**src/rtl/debug_clock_monitor.sv**
```systemverilog
// debug_clock_monitor: divided/gated processor clock with pause, single-step and breakpoint, plus hex debug display
module debug_clock_monitor #(
    parameter int DIV_MAX         = 25000000,
    parameter int N_CH            = 4,
    parameter int DATA_W          = 32,
    parameter int DEBOUNCE_CYCLES = 500000
) (
    input  logic                       clk,
    input  logic                       reset,
    input  logic                       pause,
    input  logic                       step_btn,
    input  logic                       bp_en,
    input  logic [DATA_W-1:0]          bp_addr,
    input  logic [$clog2(N_CH)-1:0]    sel,
    input  logic [N_CH*DATA_W-1:0]     debug_bus,
    output logic                       mod_clk,
    output logic                       halted,
    output logic                       bp_hit,
    output logic [31:0]                cycle_count,
    output logic [7*(DATA_W/4)-1:0]    segments
);
    localparam int DIV_W = $clog2(DIV_MAX);
    localparam int DB_W = $clog2(DEBOUNCE_CYCLES + 1);
    localparam logic [6:0] FONT [16] = '{
        7'h40, 7'h79, 7'h24, 7'h30, 7'h19, 7'h12, 7'h02, 7'h78,
        7'h00, 7'h10, 7'h08, 7'h03, 7'h46, 7'h21, 7'h06, 7'h0E
    };
    typedef enum logic [2:0] {S_RUN, S_PAUSE, S_BREAK, S_STEP_HI, S_STEP_LO} state_t;
    state_t state_q, state_d;
    logic [DIV_W-1:0] div_q, div_d;
    logic [DB_W-1:0] dbc_q, dbc_d;
    logic [1:0] sync_q, sync_d;
    logic [31:0] cnt_q, cnt_d;
    logic [7*(DATA_W/4)-1:0] seg_q, seg_d;
    logic [DATA_W-1:0] ch;
    logic mod_q, mod_d, skip_q, skip_d, from_brk_q, from_brk_d, pend_q, pend_d, db_q, db_d;
    logic tick, press, step, bp_match, idle;
    always_comb begin
        tick = div_q == DIV_W'(DIV_MAX - 1);
        div_d = tick ? '0 : div_q + 1'b1;
        sync_d = {sync_q[0], step_btn};
        dbc_d = (sync_q[1] == db_q || dbc_q == DB_W'(DEBOUNCE_CYCLES - 1)) ? '0 : dbc_q + 1'b1;
        db_d = (sync_q[1] != db_q && dbc_q == DB_W'(DEBOUNCE_CYCLES - 1)) ? sync_q[1] : db_q;
        press = db_d & ~db_q;
        step = pend_q | press;
        idle = state_q == S_PAUSE || state_q == S_BREAK;
        // presses only survive while halted, and any tick consumes them
        pend_d = idle & ~tick & step;
        bp_match = bp_en && debug_bus[DATA_W-1:0] == bp_addr && !skip_q;
        state_d = state_q;
        mod_d = mod_q;
        skip_d = skip_q;
        from_brk_d = from_brk_q;
        if (tick) begin
            case (state_q)
                S_RUN: begin
                    if (pause) begin
                        mod_d = 1'b0;
                        state_d = S_PAUSE;
                    end else if (!mod_q && bp_match) begin
                        state_d = S_BREAK;
                    end else begin
                        mod_d = !mod_q;
                        skip_d = mod_q & skip_q;
                    end
                end
                S_PAUSE: begin
                    if (!pause) begin
                        state_d = S_RUN;
                        skip_d = 1'b1;
                    end else if (step) begin
                        state_d = S_STEP_HI;
                        mod_d = 1'b1;
                        from_brk_d = 1'b0;
                    end
                end
                S_BREAK: begin
                    if (pause) begin
                        state_d = S_PAUSE;
                    end else if (step) begin
                        state_d = S_STEP_HI;
                        mod_d = 1'b1;
                        from_brk_d = 1'b1;
                    end
                end
                S_STEP_HI: begin
                    state_d = S_STEP_LO;
                    mod_d = 1'b0;
                end
                S_STEP_LO: state_d = from_brk_q ? S_BREAK : S_PAUSE;
                default: state_d = S_RUN;
            endcase
        end
        cnt_d = cnt_q + 32'(mod_d & ~mod_q);
        ch = debug_bus[(32'(sel) < N_CH ? 32'(sel) : 0) * DATA_W +: DATA_W];
        seg_d = '1;
        for (int i = 0; i < DATA_W / 4; i++) seg_d[7*i +: 7] = FONT[ch[4*i +: 4]];
    end
    always_ff @(posedge clk) begin
        if (reset) begin
            state_q <= S_RUN;
            div_q <= '0;
            dbc_q <= '0;
            sync_q <= '0;
            cnt_q <= '0;
            seg_q <= '1;
            mod_q <= 1'b0;
            skip_q <= 1'b0;
            from_brk_q <= 1'b0;
            pend_q <= 1'b0;
            db_q <= 1'b0;
        end else begin
            state_q <= state_d;
            div_q <= div_d;
            dbc_q <= dbc_d;
            sync_q <= sync_d;
            cnt_q <= cnt_d;
            seg_q <= seg_d;
            mod_q <= mod_d;
            skip_q <= skip_d;
            from_brk_q <= from_brk_d;
            pend_q <= pend_d;
            db_q <= db_d;
        end
    end
    assign mod_clk = mod_q;
    assign halted = state_q != S_RUN;
    assign bp_hit = state_q == S_BREAK;
    assign cycle_count = cnt_q;
    assign segments = seg_q;
endmodule

```
**config.mk**
```make
export PLATFORM = sky130hd
export DESIGN_NAME = debug_clock_monitor
export DESIGN_NICKNAME = d
export VERILOG_FILES = /design/src/rtl/debug_clock_monitor.sv
export SDC_FILE = /design/constraint.sdc
export NUM_CORES = 1
export LEC_CHECK = 0
export ABC_AREA = 1
export CAP_MARGIN = 5
export CORE_MARGIN = 8
export CORE_UTILIZATION = 49
export DETAILED_ROUTE_END_ITERATION = 12
export GPL_TIMING_DRIVEN = 0
export PLACE_DENSITY = 0.79
export REMOVE_ABC_BUFFERS = 1
export SYNTH_ARGS = -nofsm -noshare
export SYNTH_HDL_FRONTEND = slang
export SYNTH_SLANG_ARGS = --single-unit
```
**constraint.sdc**
```tcl
create_clock -name clk -period 3.6 [get_ports clk]
set_input_delay 0.72 -clock clk [delete_from_list [all_inputs] [get_ports clk]]
set_output_delay 0.72 -clock clk [all_outputs]
set_load 0.02 [all_outputs]
```
Word level (Yosys, flattened, before mapping) --
Memory sizes are Yosys's and may differ from the RTL's. A register that Yosys moved wholly into a read port is not among the register bits. Cells that the tools add are included.
Cells by class: bitwise logic cells 17, shifts and indexed selects 1, add/subtract/negate cells 3, eq/ne operators 17, muxes and demuxes 24, reduce and logical (&&, ||, !) cells 17
Operators by type and width (number):
- variable part select 128 x 8 -> 32 bit | 1
- inverter 4 -> 5 bit | 8
- adder 32 bit | 1
- AND 1 x 32 -> 32 bit | 1
- == test 32 bit | 1
- inverter 1 -> 32 bit | 1
- adder 25 x 1 -> 25 bit, second input constant | 1
- == test 25 bit, second input constant | 1
- adder 19 x 1 -> 19 bit, second input constant | 1
- == test 19 bit, second input constant | 1
- two-way mux 3 bit | 5
- one-hot mux 3 bit (5 select lines) | 1
- two-way mux 1 bit | 14
- != test 2 bit, second input constant | 6
- == test 3 x 2 -> 1 bit, second input constant | 2
- AND reduction 6 bit | 1
- AND reduction 5 bit | 1
- AND 1 bit | 4
- logical AND 1 bit | 4
- one-hot mux 1 bit (2 select lines) | 2
- one-hot mux 1 bit (4 select lines) | 1
- nonzero test 2 bit | 2
- OR reduction 2 bit | 2
- == test 3 x 1 -> 1 bit, second input constant | 1
- 13 further kinds | 16
Word-level totals: logic and storage cells 97, register bits 86, memories 8, output and inout bits 91, bits in read-only memories 896, input bits 167
Memory list:
- (name not given) | depth 16, width 7, read ports 1, clocked after Yosys merged registers in 1, write ports 0, RTL line 97 | for (int i = 0; i < DATA_W / 4; i++) seg_d[7*i +: 7] = FONT[ch[4*i +: 4]];
- (name not given) | depth 16, width 7, read ports 1, clocked after Yosys merged registers in 1, write ports 0, RTL line 97
- (name not given) | depth 16, width 7, read ports 1, clocked after Yosys merged registers in 1, write ports 0, RTL line 97
- (name not given) | depth 16, width 7, read ports 1, clocked after Yosys merged registers in 1, write ports 0, RTL line 97
- (name not given) | depth 16, width 7, read ports 1, clocked after Yosys merged registers in 1, write ports 0, RTL line 97
- (name not given) | depth 16, width 7, read ports 1, clocked after Yosys merged registers in 1, write ports 0, RTL line 97
- 2 more memories

Depth between registers and ports, before layout --
Gate-level depths: netlist of the first run.
word-level depth 11, depth in mapped cells 27

Worst setup path after synthesis of the first run --
No wires, ideal clock.
kind input to register, start in debug_bus[2], end reg cnt_q[30], in the netlist cycle_count[30], setup slack 0.544 ns, arrival 2.941 ns, library setup time 0.115 ns, stages on the path 25, data required time 3.485 ns, cells stage by stage inv_1 or2_2 nand3_1 nor2_1 nand2_1 nor2_1 nand2_1 nand3_1 nand2_1 nand2_1 nor2_1 ha_1 ha_1 nand3_1 nor2_2 nand2_2 nor2_4 nand2_2 inv_2 nand2_1 nor2_2 nand2_2 nor2_2 a21oi_1 o21a_1
On the way: longest elaborated chain between the ends 10
RTL lines:
- start: declaration | RTL line 15 | input logic [N_CH*DATA_W-1:0] debug_bus,
- == test 32 bit | RTL line 49 | bp_match = bp_en && debug_bus[DATA_W-1:0] == bp_addr && !skip_q;
- logical AND 1 bit (2 in series) | RTL line 49
- logical AND 1 bit | RTL line 60 | end else if (!mod_q && bp_match) begin
- two-way mux 1 bit | RTL line 60
- two-way mux 1 bit | RTL line 57 | if (pause) begin
- one-hot mux 1 bit (4 select lines) | RTL line 55 | case (state_q)
- two-way mux 1 bit | RTL line 54 | if (tick) begin
- AND 1 x 32 -> 32 bit | RTL line 94 | cnt_d = cnt_q + 32'(mod_d & ~mod_q);
- adder 32 bit | RTL line 94
- end signal: assignment | RTL line 117 | cnt_q <= cnt_d;
- end: declaration | RTL line 33 | logic [31:0] cnt_q, cnt_d;
No other way between the ends. A chain may end at the register's enable or synchronous reset.

Worst setup path in the final report of the first run --
start in debug_bus[18], end reg cnt_q[22], in the netlist cycle_count[22]
The elaborated chain is that of the path after synthesis.

==> run_results.csv, run 1 <==
group,metric,value,unit
outcome,status,"finished clean",
global_routing,antenna_found_initial,0,
power_and_ir_drop,power_density,352,nW/um^2
synthesis,yosysWarnings,0,
floorplan,num_rows,49,
clocking,cts_tree,"yes",
clocking,holdBufCountCts,0,
synthesis,syn_area_per_cell,6.55,sq um
synthesis,ys_ff_latch,142,
global_routing,grt_overflow,0,
critical_path,cp_data_required_time,3.90,ns
routing,drt_iter0_markers,558,
floorplan,die_h,152,microns
global_routing,grt_pass1_wl,44500,microns
place,place_hpwl,22100,microns
floorplan,initial_core_util,0.502,
sta,setup_viol,0,
synthesis,synthesis.area,9050,sq um
place,place_ws,-0.779,ns
sta,setup_ws,0.164,ns
sta,slew_headroom,0.320,
critical_path,setup.worst_path.start_class,"input port",
routing,wl_per_cell,15.2,microns
cells_and_area,final_area,12500,sq um
power_and_ir_drop,p_leak,5.23,nW
routing,route.vias.total,9746,
floorplan,dieArea,23100,sq um
critical_path,path_class,"in2reg",
sta,fin_worst_skew,0.0135,ns
global_routing,grt_max_degree,91,
clocking,htree_levels,4,
power_and_ir_drop,peakVddDrop,0.334,mV
clocking,cts.sinks,142,
synthesis,async_reset_ff_frac,0,
synthesis,synth_ff_type,"dfxtp_1",
floorplan,core,18000,sq um
critical_path,crit_fanout,3,
floorplan,die_w,152,microns
global_routing,grt_util_all_layers,0.232,
sta,tightest_slew,1.02,ns
sta,slew_violations,0,
routing,drtAntennaViolNets,0,
cells_and_area,final_cell_mix,"nand2_1, clkdlybuf4s50_1, inv_1",
sta,finalCritPeriodShare,0.955,
clocking,root_buffer,"clkbuf_16",
routing,dr.pass1.iters,6,
cells_and_area,area_growth,38.1,%
synthesis,syn_inst,1381,
synthesis,yosysUniqueCellTypes,43,
place,place_area,11700,sq um
routing,via_per_inst,5.21,
clocking,numCtsBuffers,17,
worst_hold_path,hp-class,"reg2reg",
global_routing,grt_pass1_vias,8916,
clocking,clk_latency,0.41,ns
cells_and_area,antennaDiodeCount,0,
synthesis,synth_edf_count,0,
clocking,cts.clk_slew.worst_paths,0.06,ns
cells_and_area,nets,1847,
critical_path,crit_path_end_kind,"flop",
place,port_buffers,257,
sta,fmax,291,MHz
floorplan,io_pins,258,
critical_path,cp_data_arrival_time,3.74,ns
sta,rsz0062_at_grt,"true",
cells_and_area,multiInputGateArea,5290,sq um
routing,drcViolationCount,0,
clocking,cts.path.max_buffers,2,
job,maxCapViolCount,0,
cells_and_area,drive_gt1_frac,0.0823,
cells_and_area,final_common_cell,"nand2_1",
cells_and_area,regArea,2840,sq um
cells_and_area,fillers,1597,
sta,finalHoldViolCount,0,
synthesis,synth-seq-area-share,0.314,
routing,wirelength,28400,microns
place,globalplace.congestion,0.893,
sta,min_period,3.44,ns
## routing by layer
metal  part of all wire  track usage
met5                  0            0
met4              0.023       0.0797
met3              0.067       0.0517
met2               0.48        0.400
met1               0.43        0.280
## cells by family (layout without fill, tap and decap cells)
logic type,Yosys count,in the layout,synth area share
simple gates,679,679,0.333
xor+xnor,17,17,0.0165
flops,142,142,0.314
buf+inv,262,522,0.114
compound gates,229,229,0.151
fa+ha+maj,52,52,0.0719
## state kept, by name, indices dropped and copies added, names as in the netlist
register and count:
dbc_q 19, div_q 25, db_q 1, state_q 3, from_brk_q 1, sync_q 2
mod_clk 1, pend_q 1, skip_q 1, segments 56, cycle_count 32
## stage by stage
stage	hold slack [ns]	cells	total power, mW	util	setup TNS (ns)
global route	0.446	1870	4.60	0.693	-0.158
floorplan	0.388	1345	2.21	-	0
detailed placement	0.436	1832	2.71	0.651	-38.80
CTS	0.450	1864	4.41	0.685	0
global placement	0.432	1831	2.70	0.651	-156.59
finish	0.433	1870	4.39	0.693	0
## final cells by class
type	count	area share
tap	229	0.0229
clock buffer	20	0.0350
timing repair buffer	264	0.211
inverter	226	0.0690
multi-input combinational	977	0.424
sequential	142	0.228
clock inverter	12	0.0109
## cells in the mapped netlist (all sizes together) (7+ instances only)
| cell | count | area, sq um |
|---|---|---|
| dfxtp | 142 | 2840 |
| o21ai | 89 | 445 |
| nand3 | 96 | 480 |
| a21oi | 87 | 435 |
| nand4 | 31 | 206 |
| a32oi | 22 | 253 |
| o311ai | 10 | 87.6 |
| nor4 | 7 | 56.3 |
| buf | 25 | 138 |
| nor2 | 165 | 672 |
| or2 | 8 | 52.6 |
| xnor2 | 10 | 87.6 |
| nor3 | 37 | 206 |
| nand2 | 322 | 1230 |
| inv | 226 | 848 |
| a31oi | 10 | 62.6 |
| nor3b | 9 | 82.6 |
| ha | 52 | 651 |
| xor2 | 7 | 61.3 |
| o21a | 7 | 52.6 |
| clkbuf | 11 | 41.3 |
## power by group
group          internal (mW)  switching [mW]
sequential              1.65          0.0267
combinational          0.452           0.553
clock                   1.02           0.686
## worst max-delay path, stage by stage
cell and delay (ns):
clkdlybuf4s50_1 0.52, nor2_1 0.07, nor2_2 0.12, nor2_2 0.07, nand2_1 0.09, nor2_1 0.04, nand2_1 0.06, nor2_2 0.06
nand2_1 0.06, nand3_1 0.06, nand2_1 0.07, nand2_2 0.07, nor2_4 0.14, ha_4 0.17, ha_4 0.15, nand3_4 0.09
nor2_4 0.13, nand2_2 0.08, nor3_1 0.27, nand4_1 0.23, nor3_2 0.24, nand3_1 0.10, nand2_1 0.07, a21oi_1 0.05
## path summary, 6_finish.rpt
check        slack [ns]               to  depth (start not counted)           from
max                0.16  cycle_count[22]                         24  debug_bus[18]
min                0.43         dbc_q[0]                          1       dbc_q[0]
max reg2reg        0.26  cycle_count[22]                         22       dbc_q[1]
min reg2reg        0.43         dbc_q[0]                          1       dbc_q[0]
## what timing repair did
action,4_1_cts,5_1_grt
endpoints found under the setup margin,60,32
setup buffers,0,6
resized for setup,7,31
pin swaps,0,12
hold endpoints to repair,0,0
(Power assumes the default switching activity.)
==> inputs of run 2 (changes only) <==
--- a/config.mk
+++ b/config.mk
@@ -13,6 +13,7 @@
 export GPL_TIMING_DRIVEN = 0
 export PLACE_DENSITY = 0.79
 export REMOVE_ABC_BUFFERS = 1
+export SLEW_MARGIN = 20
 export SYNTH_ARGS = -nofsm -noshare
 export SYNTH_HDL_FRONTEND = slang
 export SYNTH_SLANG_ARGS = --single-unit
==> run_results.csv, run 2 (same netlist as run 1, synthesis figures left out) <==
group,metric,value,unit
critical_path,path_class,"in2reg",
floorplan,die_w,152,microns
sta,slew_headroom,0.321,
cells_and_area,area_growth,38.7,%
cells_and_area,drive_gt1_frac,0.0828,
place,port_buffers,257,
worst_hold_path,hp-class,"reg2reg",
clocking,root_buffer,"clkbuf_16",
sta,finalHoldViolCount,0,
clocking,htree_levels,4,
cells_and_area,postLayoutCoreUtil,0.696,
floorplan,io_pins,258,
cells_and_area,antennaDiodeCount,0,
cells_and_area,final_cell_mix,"nand2_1, clkdlybuf4s50_1, inv_1",
global_routing,grt_pass1_vias,8878,
power_and_ir_drop,peakVddDrop,0.326,mV
sta,rsz0062_at_grt,"true",
sta,min_period,3.44,ns
place,globalplace.congestion,0.893,
power_and_ir_drop,pwr-share-comb,0.229,
cells_and_area,multiInputGateArea,5310,sq um
floorplan,core,18000,sq um
critical_path,crit_fanout,4,
clocking,cts.clk_slew.worst_paths,0.06,ns
global_routing,grt_pass1_wl,45000,microns
power_and_ir_drop,swShare,0.288,
routing,route.vias.total,9693,
sta,finalCritPeriodShare,0.957,
place,place_hpwl,22400,microns
clocking,numCtsBuffers,17,
cells_and_area,regArea,2840,sq um
power_and_ir_drop,p_int,3.15,mW
power_and_ir_drop,clock_power_share,0.391,
clocking,cts.path.max_buffers,2,
sta,fin_worst_skew,0.0119,ns
floorplan,die_h,152,microns
critical_path,cp_data_required_time,3.91,ns
power_and_ir_drop,p_leak,5.28,nW
routing,dr.pass1.iters,6,
clocking,holdBufCountCts,0,
sta,fmax,290,MHz
global_routing,grt_util_all_layers,0.237,
power_and_ir_drop,pwr-share-seq,0.380,
floorplan,initial_core_util,0.502,
power_and_ir_drop,power.switching,1.27,mW
job,maxCapViolCount,0,
clocking,clk_latency,0.42,ns
clocking,cts_tree,"yes",
routing,wirelength,28700,microns
cells_and_area,nets,1848,
cells_and_area,largest_reg_flops,56,
cells_and_area,fin_cells,1871,
place,post-place-cells,1834,
critical_path,setup.worst_path.start_class,"input port",
critical_path,crit_path_end_kind,"flop",
clocking,cts.sinks,142,
cells_and_area,fillers,1598,
routing,drtAntennaViolNets,0,
sta,tightest_slew,1.02,ns
routing,drt_iter0_markers,501,
routing,drcViolationCount,0,
cells_and_area,final_common_cell,"nand2_1",
floorplan,dieArea,23100,sq um
critical_path,cp_data_arrival_time,3.76,ns
sta,setup_viol,0,
routing,via_per_inst,5.18,
worst_hold_path,hold_depth,1,
global_routing,grt_max_degree,51,
global_routing,antenna_found_initial,1,
routing,wl_per_cell,15.4,microns
sta,slew_violations,0,
floorplan,num_rows,49,
global_routing,grt_overflow,0,
critical_path,reg2reg_depth,25,
power_and_ir_drop,power_density,352,nW/um^2
outcome,status,"finished clean",
## run 2: changes by cell type in the layout (fill, tap and decap cells not counted), sizes merged
cell	before	now
clkdlybuf4s50	253	252
dlymetal6s2s	2	3
buf	9	10
## run 2: power groups by stage
stage          Combinational (mW)  Clock [mW]  Sequential, mW
2_1_floorplan               0.403           0            1.80
3_5_place_dp                 1.00           0            1.71
5_1_grt                      1.11        1.84            1.68
6_report                     1.01        1.73            1.68
4_1_cts                      1.01        1.76            1.68
3_3_place_gp                0.988           0            1.71
## run 2: worst paths after layout
| check | from | end | slack, ns |
|---|---|---|---|
| worst max-delay path | debug_bus[21] | cycle_count[30] | 0.16 |
| worst min-delay path | cycle_count[31] | cycle_count[31] | 0.45 |
| worst max register to register | dbc_q[0] | cycle_count[30] | 0.26 |
| worst min register to register | cycle_count[31] | cycle_count[31] | 0.45 |
## run 2: what timing repair did
action | CTS | global route
setup endpoints to repair | 60 | 22
resized for setup | 7 | 31
pin swaps | 1 | 16
hold endpoints to repair | 0 | 0
setup buffers | 0 | 5
## run 2: layout make-up
type | count | area share
sequential | 142 | 0.227
inverter | 226 | 0.0687
tap | 229 | 0.0228
clock buffer | 20 | 0.0356
clock inverter | 12 | 0.0109
timing repair buffer | 265 | 0.213
multi-input combinational | 977 | 0.423
## run 2: per-layer routing
layer  share of wire  global-route usage  wire (microns)
met1            0.44               0.286           12600
met4           0.020              0.0740             571
met2            0.49               0.408           14000
met5         0.00045                   0              13
met3           0.055              0.0553            1580
## run 2: per-stage QoR
| stage | worst slack (ns) | power (mW) | hold slack [ns] | TNS (ns) | area, sq um |
|---|---|---|---|---|---|
| after floorplan | 0.549 | 2.21 | 0.388 | 0 | 8870 |
| after global placement | -2.65 | 2.70 | 0.432 | -156.59 | 11700 |
| after detailed placement | -0.762 | 2.71 | 0.441 | -38.49 | 11800 |
| after CTS | 0.000604 | 4.45 | 0.449 | 0 | 12400 |
| after global routing | -0.0726 | 4.63 | 0.469 | -0.161 | 12500 |
| final | 0.155 | 4.42 | 0.451 | 0 | 12500 |
## run 2: worst max-delay path: stages
cell and delay [ns]:
clkdlybuf4s50_1 0.41, inv_2 0.10, nand2_1 0.08, nand2_1 0.07
inv_1 0.03, nand2_1 0.05, nor2_1 0.04, nand3_1 0.16
nor2_2 0.10, nand2_1 0.07, nand3_1 0.06, nand2_1 0.07
nand2_2 0.08, nor2_4 0.15, ha_4 0.17, ha_4 0.14
nand3_4 0.09, nor2_4 0.16, nand2_4 0.08, nor2_4 0.14
nand2_2 0.08, inv_2 0.05, nand2_1 0.05, nor2_2 0.17
nand2_2 0.14, nor2_4 0.13, a21oi_1 0.06, o21a_1 0.10
==> RTL change 1: new RTL, config.mk and constraints of run 1 <==
Change the parameter `DIV_MAX` from 25000000 to 12500000.
--- a/src/rtl/debug_clock_monitor.sv
+++ b/src/rtl/debug_clock_monitor.sv
@@ -1,6 +1,6 @@
 // debug_clock_monitor: divided/gated processor clock with pause, single-step and breakpoint, plus hex debug display
 module debug_clock_monitor #(
-    parameter int DIV_MAX         = 25000000,
+    parameter int DIV_MAX         = 12500000,
     parameter int N_CH            = 4,
     parameter int DATA_W          = 32,
     parameter int DEBOUNCE_CYCLES = 500000
Check against the original RTL: same outputs for any inputs over 10 cycles, from zero or initial values and one cycle with reset high; that may be too few to reach the edited logic, so the function may still have changed.
==> RTL change 1 against run 1 <==
- cell area grew 0.52%
- register-to-register slack worse by 0.07 ns
- critical path depth is 1 lower
- wire length is 2.7% lower
- synthesized area fell by 1.2%
- via count shrank 1.2%
- sequential cell count down 1
- power shrank 3.5%
- hold slack got worse by 0.027 ns
- count of clock-buffer cells in the layout shrank 1
- setup slack improved by 0.0042 ns
- critical path type unchanged
- largest power group is now sequential cells
- highest routed layer unchanged
==> RTL change 1: results (changes against run 1) <==
stage,metric,value,unit,change
clock_network,cts_made_buffers,17,,unchanged
timing,finClkSkew,0.0109,ns,was 0.0135 ns
placed_design,io_buffers,257,,unchanged
finish,num-fill-cells,1504,,was 1597
synth,synth_cell_types,48,,was 43
synth,synth_commonest_cells,"nand2_1, inv_1, dfxtp_1",,"was nand2_1, inv_1, nor2_1"
global_routing,antenna_found_initial,4,,was 0
clock_network,clock_latency,0.41,ns,about the same
synth,synthesis.yosys.warnings,0,,unchanged
placed_design,routabilityCongestion,0.952,,was 0.893
clock_network,h-tree-depth,4,,unchanged
finish,largest_reg_flops,56,,unchanged
synth,async_flop_share,0,,unchanged
global_routing,grt_max_degree,56,,was 91
drt,dr.first_iter.drc_count,556,,was 558
clock_network,clkSlewWorstSetupHoldPaths,0.06,ns,about the same
critical_path,worstPathArrival,3.74,ns,about the same
power_and_ir_drop,ir_drop,0.269,mV,was 0.334 mV
global_routing,track_usage,0.233,,was 0.232
clock_network,clockBufferDepth,2,,unchanged
drt,routed_wl,27600,microns,was 28400 microns
placed_design,dp_slack,-0.621,ns,was -0.779 ns
global_routing,grt_pass1_wl,42700,microns,was 44500 microns
global_routing,grt_pass1_vias,9004,,was 8916
timing,slew_headroom,0.358,,was 0.320
clock_network,root_buffer,clkbuf_16,,unchanged
power_and_ir_drop,p_leak,5.66,nW,was 5.23 nW
drt,dr.pass1.iters,7,,was 6
global_routing,grt_overflow,0,,unchanged
critical_path,path_max_fanout,4,,was 3
power_and_ir_drop,net-switching-power,1.25,mW,was 1.27 mW
synth,yosysSeqAreaShare,0.316,,was 0.314
finish,drive_above_1_share,0.0950,,was 0.0823
worst_hold_path,hold_path_class,register to register,,unchanged
synth,synthTopCellsByArea,"dfxtp_1, nand2_1, inv_1, ha_1, nor2_1",,unchanged
finish,final_net_count,1818,,was 1847
outcome,status,"finished, final reports clean",,unchanged
placed_design,hpwl,21500,microns,was 22100 microns
drt,vias_per_cell,5.23,,was 5.21
-- RTL change 1: path summary, 6_finish.rpt --
kind	start	endpoint	slack [ns]	cells after the start
worst max-delay path	debug_bus[16]	cycle_count[26]	0.17	23
worst min-delay path	sync_q[0]	sync_q[1]	0.41	2
worst max register to register	dbc_q[0]	cycle_count[26]	0.19	24
worst min register to register	sync_q[0]	sync_q[1]	0.41	2
-- RTL change 1: cell families (layout without fill, tap and decap cells) --
| family | after synthesis | after routing | synth area share |
|---|---|---|---|
| flops | 141 | 141 | 0.316 |
| other cells | 0 | 4 | 0 |
| compound gates | 239 | 239 | 0.160 |
| xor+xnor | 16 | 16 | 0.0157 |
| buf+inv | 254 | 522 | 0.111 |
| fa+ha+maj | 52 | 52 | 0.0728 |
| simple gates | 640 | 640 | 0.325 |
-- RTL change 1: cell type report --
| class | count | share of cell area |
|---|---|---|
| well taps | 229 | 0.0228 |
| clock inverters | 11 | 0.00568 |
| diodes | 4 | 0.000797 |
| repair buffers | 271 | 0.223 |
| inverters | 221 | 0.0672 |
| clock buffers | 19 | 0.0361 |
| flip-flops and latches | 141 | 0.225 |
| multi-input cells | 947 | 0.420 |
-- RTL change 1: worst max-delay path, cell delays in order --
cell	delay [ns]
clkdlybuf4s50_1	0.50
xor2_1	0.20
nor2_1	0.08
nand2_2	0.11
nor2_4	0.06
nand2_1	0.06
nand3_1	0.06
nand2_1	0.07
nand2_1	0.06
nor2_1	0.13
ha_2	0.24
ha_4	0.16
nand2_4	0.06
nor2_4	0.15
nand2_2	0.08
nor2_4	0.17
nand3_4	0.12
nor2_4	0.18
nand3_4	0.10
nor3_4	0.22
nand3_1	0.10
nand2_1	0.06
a21oi_1	0.05
-- RTL change 1: layer usage --
metal  share of wire  routed length, microns  GRT usage
met4           0.021                     570     0.0782
met1            0.41                   11300      0.262
met3           0.071                    1950     0.0684
met2            0.50                   13800      0.411
met5               0                       0          0
-- RTL change 1: power by group through the flow --
stage               Combinational (mW)  Sequential, mW  Clock [mW]
finish                            1.01            1.67        1.56
floorplan                        0.396            1.79           0
CTS                               1.00            1.67        1.58
detailed placement               0.996            1.70           0
global placement                 0.984            1.70           0
global route                      1.11            1.67        1.65
-- RTL change 1: repair_timing --
item | 4_1_cts | 5_1_grt
gates resized for setup | 1 | 99
setup buffers | 0 | 12
endpoints found under the setup margin | 20 | 21
pin swaps | 0 | 24
-- RTL change 1: metrics by stage --
stage               TNS (ns)  cells  cell area (sq um)
floorplan                  0   1309               8780
global placement     -178.72   1795              11600
detailed placement    -25.21   1797              11700
CTS                        0   1827              12200
global route          -0.136   1843              12600
finish                     0   1843              12600
==> RTL change 2: new RTL, flow settings as in run 1 <==
Made on the original files. The output `segments` loses its register stage (`seg_q` becomes a continuous assignment).
--- a/src/rtl/debug_clock_monitor.sv
+++ b/src/rtl/debug_clock_monitor.sv
@@ -103,7 +103,6 @@
             dbc_q <= '0;
             sync_q <= '0;
             cnt_q <= '0;
-            seg_q <= '1;
             mod_q <= 1'b0;
             skip_q <= 1'b0;
             from_brk_q <= 1'b0;
@@ -115,7 +114,6 @@
             dbc_q <= dbc_d;
             sync_q <= sync_d;
             cnt_q <= cnt_d;
-            seg_q <= seg_d;
             mod_q <= mod_d;
             skip_q <= skip_d;
             from_brk_q <= from_brk_d;
@@ -123,6 +121,8 @@
             db_q <= db_d;
         end
     end
+
+    assign seg_q = seg_d;
     assign mod_clk = mod_q;
     assign halted = state_q != S_RUN;
     assign bp_hit = state_q == S_BREAK;
Function: changed (Yosys sat finds a counterexample within 4 cycles, from zero or initial values and one cycle with reset high).
==> RTL change 2 against run 1 <==
- power shrank 31%
- via count decreased by 6.9%
- setup slack lost 0.061 ns
- wire length decreased by 3.1%
- register-to-register slack worse by 0.02 ns
- largest cell class unchanged
- non-clock buffer count rose by 13
- count of clock-buffer cells in the layout down 9
- cell area is 8.0% lower
- hold slack worse by 0.021 ns
- sequential power down 43%
- sequential cell count down 56
- synthesized area shrank 15%
==> RTL change 2: results (changes against run 1) <==
stage,metric,value,unit,change
worst_hold_path,hold_path_class,register to register,,unchanged
timing,finClkSkew,0.0102,ns,was 0.0135 ns
finish,num-fill-cells,1310,,was 1597
placed_design,routabilityCongestion,0.960,,was 0.893
power_and_ir_drop,p_leak,5.37,nW,was 5.23 nW
placed_design,hpwl,20700,microns,was 22100 microns
synth,netlist.area_leader.share,0.223,,was 0.314
clock_network,clockBufferDepth,2,,unchanged
placed_design,io_buffers,257,,unchanged
global_routing,grt_pass1_wl,41800,microns,was 44500 microns
synth,yosysSeqAreaShare,0.223,,was 0.314
global_routing,grt_pass1_vias,8447,,was 8916
clock_network,cts_made_buffers,9,,was 17
power_and_ir_drop,power.density,264,nW/um^2,was 352 nW/um^2
finish,final_net_count,1734,,was 1847
placed_design,dp_slack,-1.84,ns,was -0.779 ns
drt,dr.first_iter.drc_count,563,,was 558
synth,synth_cell_types,46,,was 43
finish,largest_reg_flops,32,,was 56
drt,vias,9077,,was 9746
synth,synthMuxAreaShare,0,,unchanged
worst_hold_path,whs_path_depth,2,,was 1
power_and_ir_drop,ir_drop,0.288,mV,was 0.334 mV
drt,dr.pass1.iters,4,,was 6
critical_path,worstRegToRegCells,24,,was 22
global_routing,antenna_found_initial,5,,was 0
power_and_ir_drop,net-switching-power,1.01,mW,was 1.27 mW
critical_path,worstPathArrival,2.78,ns,was 3.74 ns
outcome,status,"finished, final reports clean",,unchanged
synth,synth_fa_ha_area_frac,0.0844,,was 0.0719
synth,synth_compound_area_frac,0.176,,was 0.151
clock_network,clock_latency,0.34,ns,was 0.41 ns
drt,routed_wl,27500,microns,was 28400 microns
global_routing,grt_max_degree,91,,unchanged
synth,synth_commonest_cells,"nand2_1, inv_1, nor2_1",,unchanged
critical_path,r2r_slack,0.24,ns,was 0.26 ns
synth,async_flop_share,0,,unchanged
critical_path,r2r-start,dbc_q[0],,was dbc_q[1]
synth,synthTopCellsByArea,"dfxtp_1, nand2_1, inv_1, ha_1, nor2_1",,unchanged
critical_path,crit_path_start_kind,input pin,,unchanged
power_and_ir_drop,powerComb,1.08,mW,was 1.01 mW
timing,fin_ws,0.103,ns,was 0.164 ns
synth,synth_xor_xnor_area_share,0.0250,,was 0.0165
critical_path,r2r-end,cycle_count[27],,was cycle_count[22]
synth,synthesis.yosys.warnings,0,,unchanged
critical_path,crit_path_end,segments[50],,was cycle_count[22]
clock_network,h-tree-depth,3,,was 4
power_and_ir_drop,powerSeq,0.957,mW,was 1.68 mW
clock_network,clkSlewWorstSetupHoldPaths,0.06,ns,about the same
critical_path,path_max_fanout,6,,was 3
critical_path,startpoint,debug_bus[60],,was debug_bus[18]
clock_network,root_buffer,clkbuf_16,,unchanged
global_routing,track_usage,0.257,,was 0.232
timing,worst_pin_slew,1.13,ns,was 1.02 ns
finish,drive_above_1_share,0.119,,was 0.0823
-- RTL change 2: routing by layer --
layer	up-vias	share of wire	track usage
met2	281	0.48	0.443
met3	54	0.066	0.0561
li1	4578	-	-
met1	4164	0.41	0.297
met4	0	0.041	0.125
met5	-	0	0
-- RTL change 2: timing repair --
action                     4_1_cts  5_1_grt
cloned                           1        1
setup buffers                    3       16
pin swaps                        3       42
setup endpoints to repair       59       54
resized for setup              110      163
hold endpoints to repair         0        0
-- RTL change 2: kinds of logic after synthesis --
family | Yosys count
DFF | 86
buffers and inverters | 224
AOI/OAI and AO/OA | 227
adders and majority gates | 52
xor gates and xnor gates | 22
and+or+nand+nor | 642
-- RTL change 2: how the worst min path moves through the flow --
stage	end	slack, ns	from
after floorplan	sync_q[1]	0.39	sync_q[0]
after global placement	sync_q[1]	0.39	sync_q[0]
after detailed placement	sync_q[1]	0.41	sync_q[0]
after CTS	sync_q[1]	0.42	sync_q[0]
after global routing	sync_q[1]	0.44	sync_q[0]
final	sync_q[1]	0.41	sync_q[0]
-- RTL change 2: through the flow --
step | std cells | area, sq um
2_1_floorplan | 1226 | 7560
3_3_place_gp | 1699 | 10400
4_1_cts | 1719 | 10900
3_5_place_dp | 1699 | 10400
5_1_grt | 1741 | 11500
6_report | 1742 | 11500
-- RTL change 2: layout make-up --
cell class,count,share of cell area
timing repair inverter,1,0.000762
inverter,197,0.0680
tap,216,0.0235
multi-input combinational,943,0.483
clock inverter,5,0.00719
clock buffer,11,0.0211
antenna,6,0.00131
timing repair buffer,277,0.245
sequential,86,0.150
-- RTL change 2: worst max-delay path, cell delays in order --
cell and delay, ns:
clkdlybuf4s50_1 0.53, nand2_1 0.10, a32oi_4 0.32, inv_1 0.17, ha_1 0.30, nand2_1 0.05
nand2_1 0.08, a21boi_0 0.17, clkdlybuf4s15_1 0.33
